--- src/rtl/cpm_reg_arb.sv ---
// Round-robin write/clear arbiter for a clear/enable register bank.
// A ClrAll pulse sweeps a one-hot clear across the whole bank.
module cpm_reg_arb #(
    parameter int DW   = 8,
    parameter int NREQ = 4,
    parameter int NREG = 8,
    parameter int AW   = 3
) (
    input  logic                 Clk,
    input  logic                 Rst,
    input  logic [NREQ-1:0]      ReqVld,
    input  logic [NREQ-1:0]      ReqClr,
    input  logic [NREQ*AW-1:0]   ReqAddr,
    input  logic [NREQ*DW-1:0]   ReqData,
    output logic [NREQ-1:0]      ReqRdy,
    input  logic                 ClrAll,
    output logic [NREG-1:0]      RegEnable,
    output logic [NREG-1:0]      RegClear,
    output logic [DW-1:0]        RegDataIn,
    output logic                 Busy
);

    localparam int PW = (NREQ > 1) ? $clog2(NREQ) : 1;

    typedef enum logic {IDLE, SWEEP} state_t;

    state_t          state;
    state_t          state_nx;
    logic [PW-1:0]   rr_ptr;
    logic [PW-1:0]   gnt_idx;
    logic [AW-1:0]   cnt;
    logic [AW-1:0]   win_addr;
    logic [DW-1:0]   win_data;
    logic            win_clr;
    logic            found;
    logic            addr_ok;
    logic            cnt_last;
    logic [NREG-1:0] addr_hot;
    logic [NREG-1:0] cnt_hot;
    int              idx;

    always_ff @(posedge Clk) begin
        if (Rst) begin
            state     <= IDLE;
            rr_ptr    <= '0;
            cnt       <= '0;
            RegEnable <= '0;
            RegClear  <= '0;
            RegDataIn <= '0;
        end else begin
            state     <= state_nx;
            RegEnable <= '0;
            RegClear  <= '0;
            RegDataIn <= '0;
            if (state == SWEEP) begin
                RegClear <= cnt_hot;
                cnt      <= cnt_last ? '0 : cnt + 1'b1;
            end else if (ClrAll) begin
                cnt <= '0;
            end else if (found) begin
                rr_ptr <= (gnt_idx == PW'(NREQ - 1)) ? '0 : gnt_idx + 1'b1;
                if (win_clr) begin
                    RegClear <= addr_hot;
                end else begin
                    RegEnable <= addr_hot;
                    RegDataIn <= addr_ok ? win_data : '0;
                end
            end
        end
    end

    always_comb begin
        state_nx = state;
        case (state)
            IDLE:    if (ClrAll) state_nx = SWEEP;
            SWEEP:   if (cnt_last) state_nx = IDLE;
            default: state_nx = IDLE;
        endcase
    end

    // First valid requester at or after rr_ptr, wrapping.
    always_comb begin
        found   = 1'b0;
        gnt_idx = '0;
        idx     = 0;
        ReqRdy  = '0;
        if (state == IDLE && !ClrAll) begin
            for (int k = 0; k < NREQ; k++) begin
                idx = (int'(rr_ptr) + k) % NREQ;
                if (!found && ReqVld[PW'(idx)]) begin
                    found   = 1'b1;
                    gnt_idx = PW'(idx);
                end
            end
        end
        if (found) ReqRdy[gnt_idx] = 1'b1;
    end

    assign win_addr = ReqAddr[int'(gnt_idx)*AW +: AW];
    assign win_data = ReqData[int'(gnt_idx)*DW +: DW];
    assign win_clr  = ReqClr[gnt_idx];
    assign addr_ok  = 32'(win_addr) < 32'(NREG);
    assign addr_hot = addr_ok ? (NREG'(1) << win_addr) : '0;
    assign cnt_hot  = NREG'(1) << cnt;
    assign cnt_last = (32'(cnt) == 32'(NREG - 1));
    assign Busy     = (state == SWEEP);

endmodule

--- config.mk ---
export PLATFORM = sky130hd
export DESIGN_NAME = cpm_reg_arb
export DESIGN_NICKNAME = d
export VERILOG_FILES = /design/src/rtl/cpm_reg_arb.sv
export SDC_FILE = /design/constraint.sdc
export NUM_CORES = 1
export LEC_CHECK = 0
export ABC_AREA = 1
export CORE_MARGIN = 8
export CORE_UTILIZATION = 43
export CTS_BUF_LIST = sky130_fd_sc_hd__clkbuf_8 sky130_fd_sc_hd__clkbuf_16
export CTS_CLUSTER_DIAMETER = 30
export CTS_CLUSTER_SIZE = 16
export DETAILED_ROUTE_END_ITERATION = 16
export HOLD_SLACK_MARGIN = 0.08
export PLACE_DENSITY = 0.79
export SLEW_MARGIN = 20
export SYNTH_ARGS = -nofsm -noshare
export SYNTH_HDL_FRONTEND = slang
export SYNTH_SLANG_ARGS = --single-unit
--- constraint.sdc ---
create_clock -name Clk -period 2.51 [get_ports Clk]
set_input_delay 0.3765 -clock Clk [delete_from_list [all_inputs] [get_ports Clk]]
set_output_delay 0.3765 -clock Clk [all_outputs]
set_load 0.01 [all_outputs]
# Word level (Yosys, flattened, before mapping)
# Cells that the tools add are included.
[op_classes]
n_eq_ne = 2
mux = 41
multipliers = 1
n_addsub = 5
bitwise_logic = 3
n_reduce_logical = 12
shift = 4
n_lt_le_gt_ge = 6
[op_table]
columns = ["cell", "count"]
rows = [
  ["8-bit 2-to-1 mux", 4],
  ["32-bit by 6-bit indexed part select with 8-bit output", 1],
  ["1-bit 2-to-1 mux", 20],
  ["2-bit by 4-bit less-than comparator with 1-bit output (second input constant)", 4],
  ["1-bit by 3-bit << shifter with 8-bit output (first input constant)", 2],
  ["2-bit 2-to-1 mux", 6],
  ["12-bit by 5-bit indexed part select with 3-bit output", 1],
  ["1-bit binary-select mux with 2-bit select", 5],
  ["3-bit 2-to-1 mux", 3],
  ["1-bit logical AND", 5],
  ["5-bit OR reduction", 1],
  ["2-bit by 1-bit adder with 2-bit output (second input constant)", 2],
  ["2-bit adder (second input constant)", 2],
  ["1-bit zero test", 4],
  ["2-bit by 2-bit multiplier with 4-bit output (second input constant)", 1],
  ["4-bit 2-to-1 mux", 1],
  ["3-bit by 1-bit adder with 3-bit output (second input constant)", 1],
  ["3-bit equality test (second input constant)", 1],
  ["2-bit by 3-bit less-than comparator with 1-bit output (second input constant)", 1],
  ["1-bit inverter", 3],
  ["3-bit AND reduction", 1],
  ["1-bit demux with 2-bit select", 1],
  ["2-bit equality test (second input constant)", 1],
  ["2-bit by 1-bit >= comparator with 1-bit output (second input constant)", 1],
  ["other kinds (2)", 2],
]
[totals]
in_bits = 55
wordCells = 80
reg_bits = 30

# Depth between registers and ports, before layout
[logic_depth]
ltp_word = 24
depth_mapped = 19
depth_no_buf = 18

# Worst setup path after synthesis
# No wires, ideal clock.
[synth_path]
path_kind = "reg2out"
startpoint = "register state, in the netlist Busy"
endpoint = "output port ReqRdy[1]"
stages_incl_launch_ff = 12
arrival_time_ns = 1.996
required_time_ns = 2.134
slack_ns = 0.137
path_cell_list = "dfxtp_1 -> clkbuf_1 -> nor2_1 -> nand2_4 -> inv_6 -> nand2_8 -> buf_8 -> inv_2 -> buf_2 -> ha_1 -> inv_1 -> nor2_1"
[synth_via]
elab_chain_cells = 8
word_cells_on_any_way = 10
classes_between = "2 x order compare; 5 x mux; 1 x bitwise; 2 x reduce/logical"
[synth_rtl]
columns = ["element", "line", "rtl"]
rows = [
  ["from (decl)", "27", "state_t state;"],
  ["from (signal assigned)", "51", "state <= state_nx;"],
  ["1-bit inverter *", "--", ""],
  ["1-bit logical AND *", "87", "if (state == IDLE && !ClrAll) begin"],
  ["2-bit 2-to-1 mux", "87", ""],
  ["2-bit by 3-bit less-than comparator with 1-bit output (implied by the code) / 2-bit by 1-bit >= comparator with 1-bit output (equally long branches)", "96", "if (found) ReqRdy[gnt_idx] = 1'b1;"],
  ["1-bit logical AND (implied by the code)", "96", ""],
  ["1-bit 2-to-1 mux (implied by the code)", "96", ""],
  ["1-bit demux with 2-bit select", "96", ""],
  ["4-bit 2-to-1 mux *", "96", ""],
  ["to (decl)", "15", "output logic [NREQ-1:0] ReqRdy,"],
]
# Mark *: on every way between the ends. The rest lies on a longest branch, timed or not.

# Final worst setup path
[layout_path]
startpoint = "register rr_ptr[0]"
endpoint = "output port ReqRdy[2]"
[layout_via]
elab_chain_cells = 22
word_cells_on_any_way = 40
classes_between = "3 x add/sub; 2 x order compare; 28 x mux; 7 x reduce/logical"
[layout_rtl]
columns = ["element", "line", "rtl"]
rows = [
  ["from (decl)", "29", "logic [PW-1:0] rr_ptr;"],
  ["from (signal assigned)", "61", "rr_ptr <= (gnt_idx == PW'(NREQ - 1)) ? '0 : gnt_idx + 1'b1;"],
  ["1-bit binary-select mux with 2-bit select", "90", "if (!found && ReqVld[PW'(idx)]) begin"],
  ["1-bit 2-to-1 mux (implied by the code) (2 in a row)", "90", ""],
  ["1-bit 2-to-1 mux", "90", ""],
  ["1-bit 2-to-1 mux", "87", ""],
  ["1-bit zero test", "90", ""],
  ["1-bit logical AND", "90", ""],
  ["1-bit 2-to-1 mux", "90", ""],
  ["1-bit 2-to-1 mux", "87", ""],
  ["(+5 left out)", "--", ""],
  ["1-bit logical AND", "90", ""],
  ["2-bit 2-to-1 mux", "90", ""],
  ["2-bit 2-to-1 mux", "87", ""],
  ["2-bit by 3-bit less-than comparator with 1-bit output (implied by the code) / 2-bit by 1-bit >= comparator with 1-bit output (equally long branches)", "96", ""],
  ["1-bit logical AND (implied by the code)", "96", ""],
  ["1-bit 2-to-1 mux (implied by the code)", "96", ""],
  ["1-bit demux with 2-bit select", "96", ""],
  ["4-bit 2-to-1 mux *", "96", ""],
]
# Mark *: on every way between the ends. The rest lies on a longest branch, timed or not. The select of a mux whose other input is x is not followed.

==> results.sh <==
export IMPL_status="finished, final reports clean"
export IMPL_setup_tns_ns=0
export IMPL_globalRouteOverflowTotal=0
export IMPL_setup_viol=0
export IMPL_fin_worst_skew_ns=0.00546
export IMPL_reg2reg_from="rr_ptr[0]"
export IMPL_ant_nets=0
export IMPL_viasPerCell=5.06
export IMPL_cts_hold_buf=0
export IMPL_placementRows=24
export IMPL_io_pins=84
export IMPL_chipHeight_um=83.4
export IMPL_numCtsBuffers=5
export IMPL_synth_cells=276
export IMPL_die_w_um=83.4
export IMPL_reg2reg_slack_ns=0.21
export IMPL_place_ws_ns=-0.361
export IMPL_coreArea_mm2=0.00435
export IMPL_grt_pass1_vias=2190
export IMPL_vias=2211
export IMPL_max_slew_worst_pin_slew_ns=0.235
export IMPL_hold_path_startpoint="cnt[1]"
export IMPL_route_detailed_drc=0
export IMPL_synth_seq_cells=30
export IMPL_layout_common_cells="clkdlybuf4s50_1 (75), nand2_1 (41), nor2_1 (34)"
export IMPL_first_pass_iters=4
export IMPL_synthToLayoutAreaGrowth_pct=62.2
export IMPL_power_mw=1.68
export IMPL_timing_final_ws_setup_ns=0.145
export IMPL_ys_seq_area_share_pct=30.7
export IMPL_clock_sinks=30
export IMPL_ctsLongestPathBuffers=2
export IMPL_design_area_mm2=0.00317
export IMPL_die_area_mm2=0.00695
export IMPL_worstHoldEndpoint="cnt[1]"
export IMPL_final_max_slew_viol_count=0
export IMPL_track_usage_pct=18.0
export IMPL_netlist_cell_type_count=32
export IMPL_drt_iter0_markers=166
export IMPL_holdCritPathClass="reg -> reg"
export IMPL_leakage_nw=1.40
export IMPL_multi_input_area_mm2=0.00120
export IMPL_gp_congestion=0.845
export IMPL_layout_drive_gt1_share_pct=27.8
export IMPL_dp_cells=425
export IMPL_instances_no_fill=437
export IMPL_seqCellArea_um2=604
export IMPL_cts_htree_levels=2
export IMPL_fillerInstances=366
export IMPL_path_clk_slew_ns=0.06
export IMPL_clock_fmax_mhz=423
export IMPL_cts_root_buffer="clkbuf_8"
export IMPL_reg2reg_depth=20
export IMPL_clkLatencyLatePin_ns=0.28
export IMPL_cp_arrival_ns=1.99
export IMPL_cap_violations=0
export IMPL_cts_tree="done"
export IMPL_path_class="reg -> out"
export IMPL_final_common_cell="clkdlybuf4s50_1"
export IMPL_routed_wl_mm=6.19
export IMPL_crit_required_ns=2.13
export IMPL_initial_utilization_pct=44.9
export IMPL_power_density_mw_per_mm2=529
export IMPL_fin_nets=449
export IMPL_dp_hpwl_mm=4.76
export IMPL_max_slew_margin_pct=84.2
export IMPL_ir_drop_mv=0.314
export IMPL_cp_start_kind="flop"
export IMPL_portBuffers=83
export IMPL_antenna_cells=0
export IMPL_antenna_found_initial=0
export IMPL_syn_avg_cell_area_um2=7.08
export IMPL_fin_crit_ns=2.36
export IMPL_grt_pass1_wl_mm=10.4
export IMPL_dpl_cell_area_mm2=0.00297
export IMPL_r2r_end="RegClear[5]"
export IMPL_grt_max_degree=20
export IMPL_hold_path_cell_count=2
export IMPL_crit_path_end_kind="primary output"
export IMPL_yosys_warnings=0
export IMPL_wire_per_inst_um=14.2
export IMPL_path_max_fanout=9
export IMPL_post_route_period_util_pct=94.2
export IMPL_hold_viol=0
export IMPL_rsz0062_at_grt="yes"
export IMPL_syn_area_mm2=0.00195
export IMPL_synthesis_nets=341
## routing by layer
metal	track usage, %	up-vias	share of wire (%)
met5	0	-	0
met2	28.7	101	48
met3	5.18	18	8.4
met1	21.8	985	41
met4	7.83	0	2.9
li1	-	1107	-
## kinds of logic after synthesis
family / Yosys count / synth area share, %
adder cells (fa/ha/maj): 10 / 6.41
AND/OR/NAND/NOR: 157 / 41.3
buffers and inverters: 42 / 10.5
AO/OA/AOI/OAI: 37 / 11.1
flip-flops: 30 / 30.7
## layout make-up
class | count | area share, %
clock inverter | 2 | 0.395
clock buffer | 6 | 2.61
sequential | 30 | 19.1
inverter | 32 | 4.34
multi-input combinational | 204 | 38.0
timing repair buffer | 111 | 33.5
tap | 52 | 2.05
## repair_timing
| item | CTS | global route |
|---|---|---|
| pin swaps | 1 | 7 |
| buffers inserted | 1 | 2 |
| hold endpoints to repair | 0 | 0 |
| resized for setup | 15 | 32 |
| cloned | 0 | 1 |
| setup endpoints to repair | 4 | 24 |
## worst max-delay path, stage by stage, from the launching register on
cell	delay (ns)
dfxtp_4	0.36
buf_12	0.14
inv_8	0.07
nand2_2	0.06
nand3_2	0.08
nand2_2	0.08
nor2_4	0.16
nand3_2	0.10
nand2_4	0.09
inv_6	0.04
nand2_8	0.07
ha_2	0.16
inv_1	0.04
nor2_1	0.09
buf_2	0.16
## flip-flops by register name (all words and copies together) (netlist names)
name       cells
RegEnable      8
Busy           1
RegDataIn      8
rr_ptr         2
cnt            3
RegClear       8
## Yosys cell counts
library cell   n  share of area (%)
a211oi_1       3                1.2
a21oi_1       16                4.1
a21oi_2        1               0.45
buf_2          3               0.77
buf_4          2               0.77
buf_6          2                1.2
buf_8          1               0.77
clkbuf_1       2               0.38
dfxtp_1       30                 31
ha_1          10                6.4
inv_1         22                4.2
inv_2          8                1.5
inv_6          2               0.90
nand2_1       48                9.2
nand2_2       13                4.2
nand2_4        3                1.7
nand2_8        1                1.0
nand3_1       32                8.2
nand3_2        3                1.5
nand3b_1       2               0.77
nor2_1        35                6.7
nor2_2         3               0.96
nor2_4         2                1.2
nor3_1         1               0.26
nor3b_1        1               0.38
nor4_1         1               0.32
nor4_2         3                1.9
o211ai_1       8                3.1
o21ai_0        2               0.51
o21ai_1        7                1.8
or2_0          1               0.32
or2_2          8                2.6
## worst max path at each step
stage	startpoint	endpoint	cells after the start
2_1_floorplan	Busy	ReqRdy[1]	11
3_3_place_gp	ReqVld[3]	ReqRdy[1]	15
3_5_place_dp	ReqVld[1]	ReqRdy[2]	14
4_1_cts	ReqVld[3]	ReqRdy[0]	14
5_1_grt	rr_ptr[0]	ReqRdy[2]	15
6_report	rr_ptr[0]	ReqRdy[2]	14
## power by group
group	internal (mW)	leakage [nW]	switching [mW]
clock	0.220	0.0472	0.190
sequential	0.500	0.244	0.0125
combinational	0.349	1.11	0.404
total	1.07	1.40	0.606
## through the flow
stage	hold WS [ns]	utilization, %
after floorplan	0.453	-
after global placement	0.492	68.1
after detailed placement	0.501	68.1
after CTS	0.510	70.2
after global routing	0.560	72.8
final	0.505	72.8
Note: power is estimated with default switching activity, not from simulation.
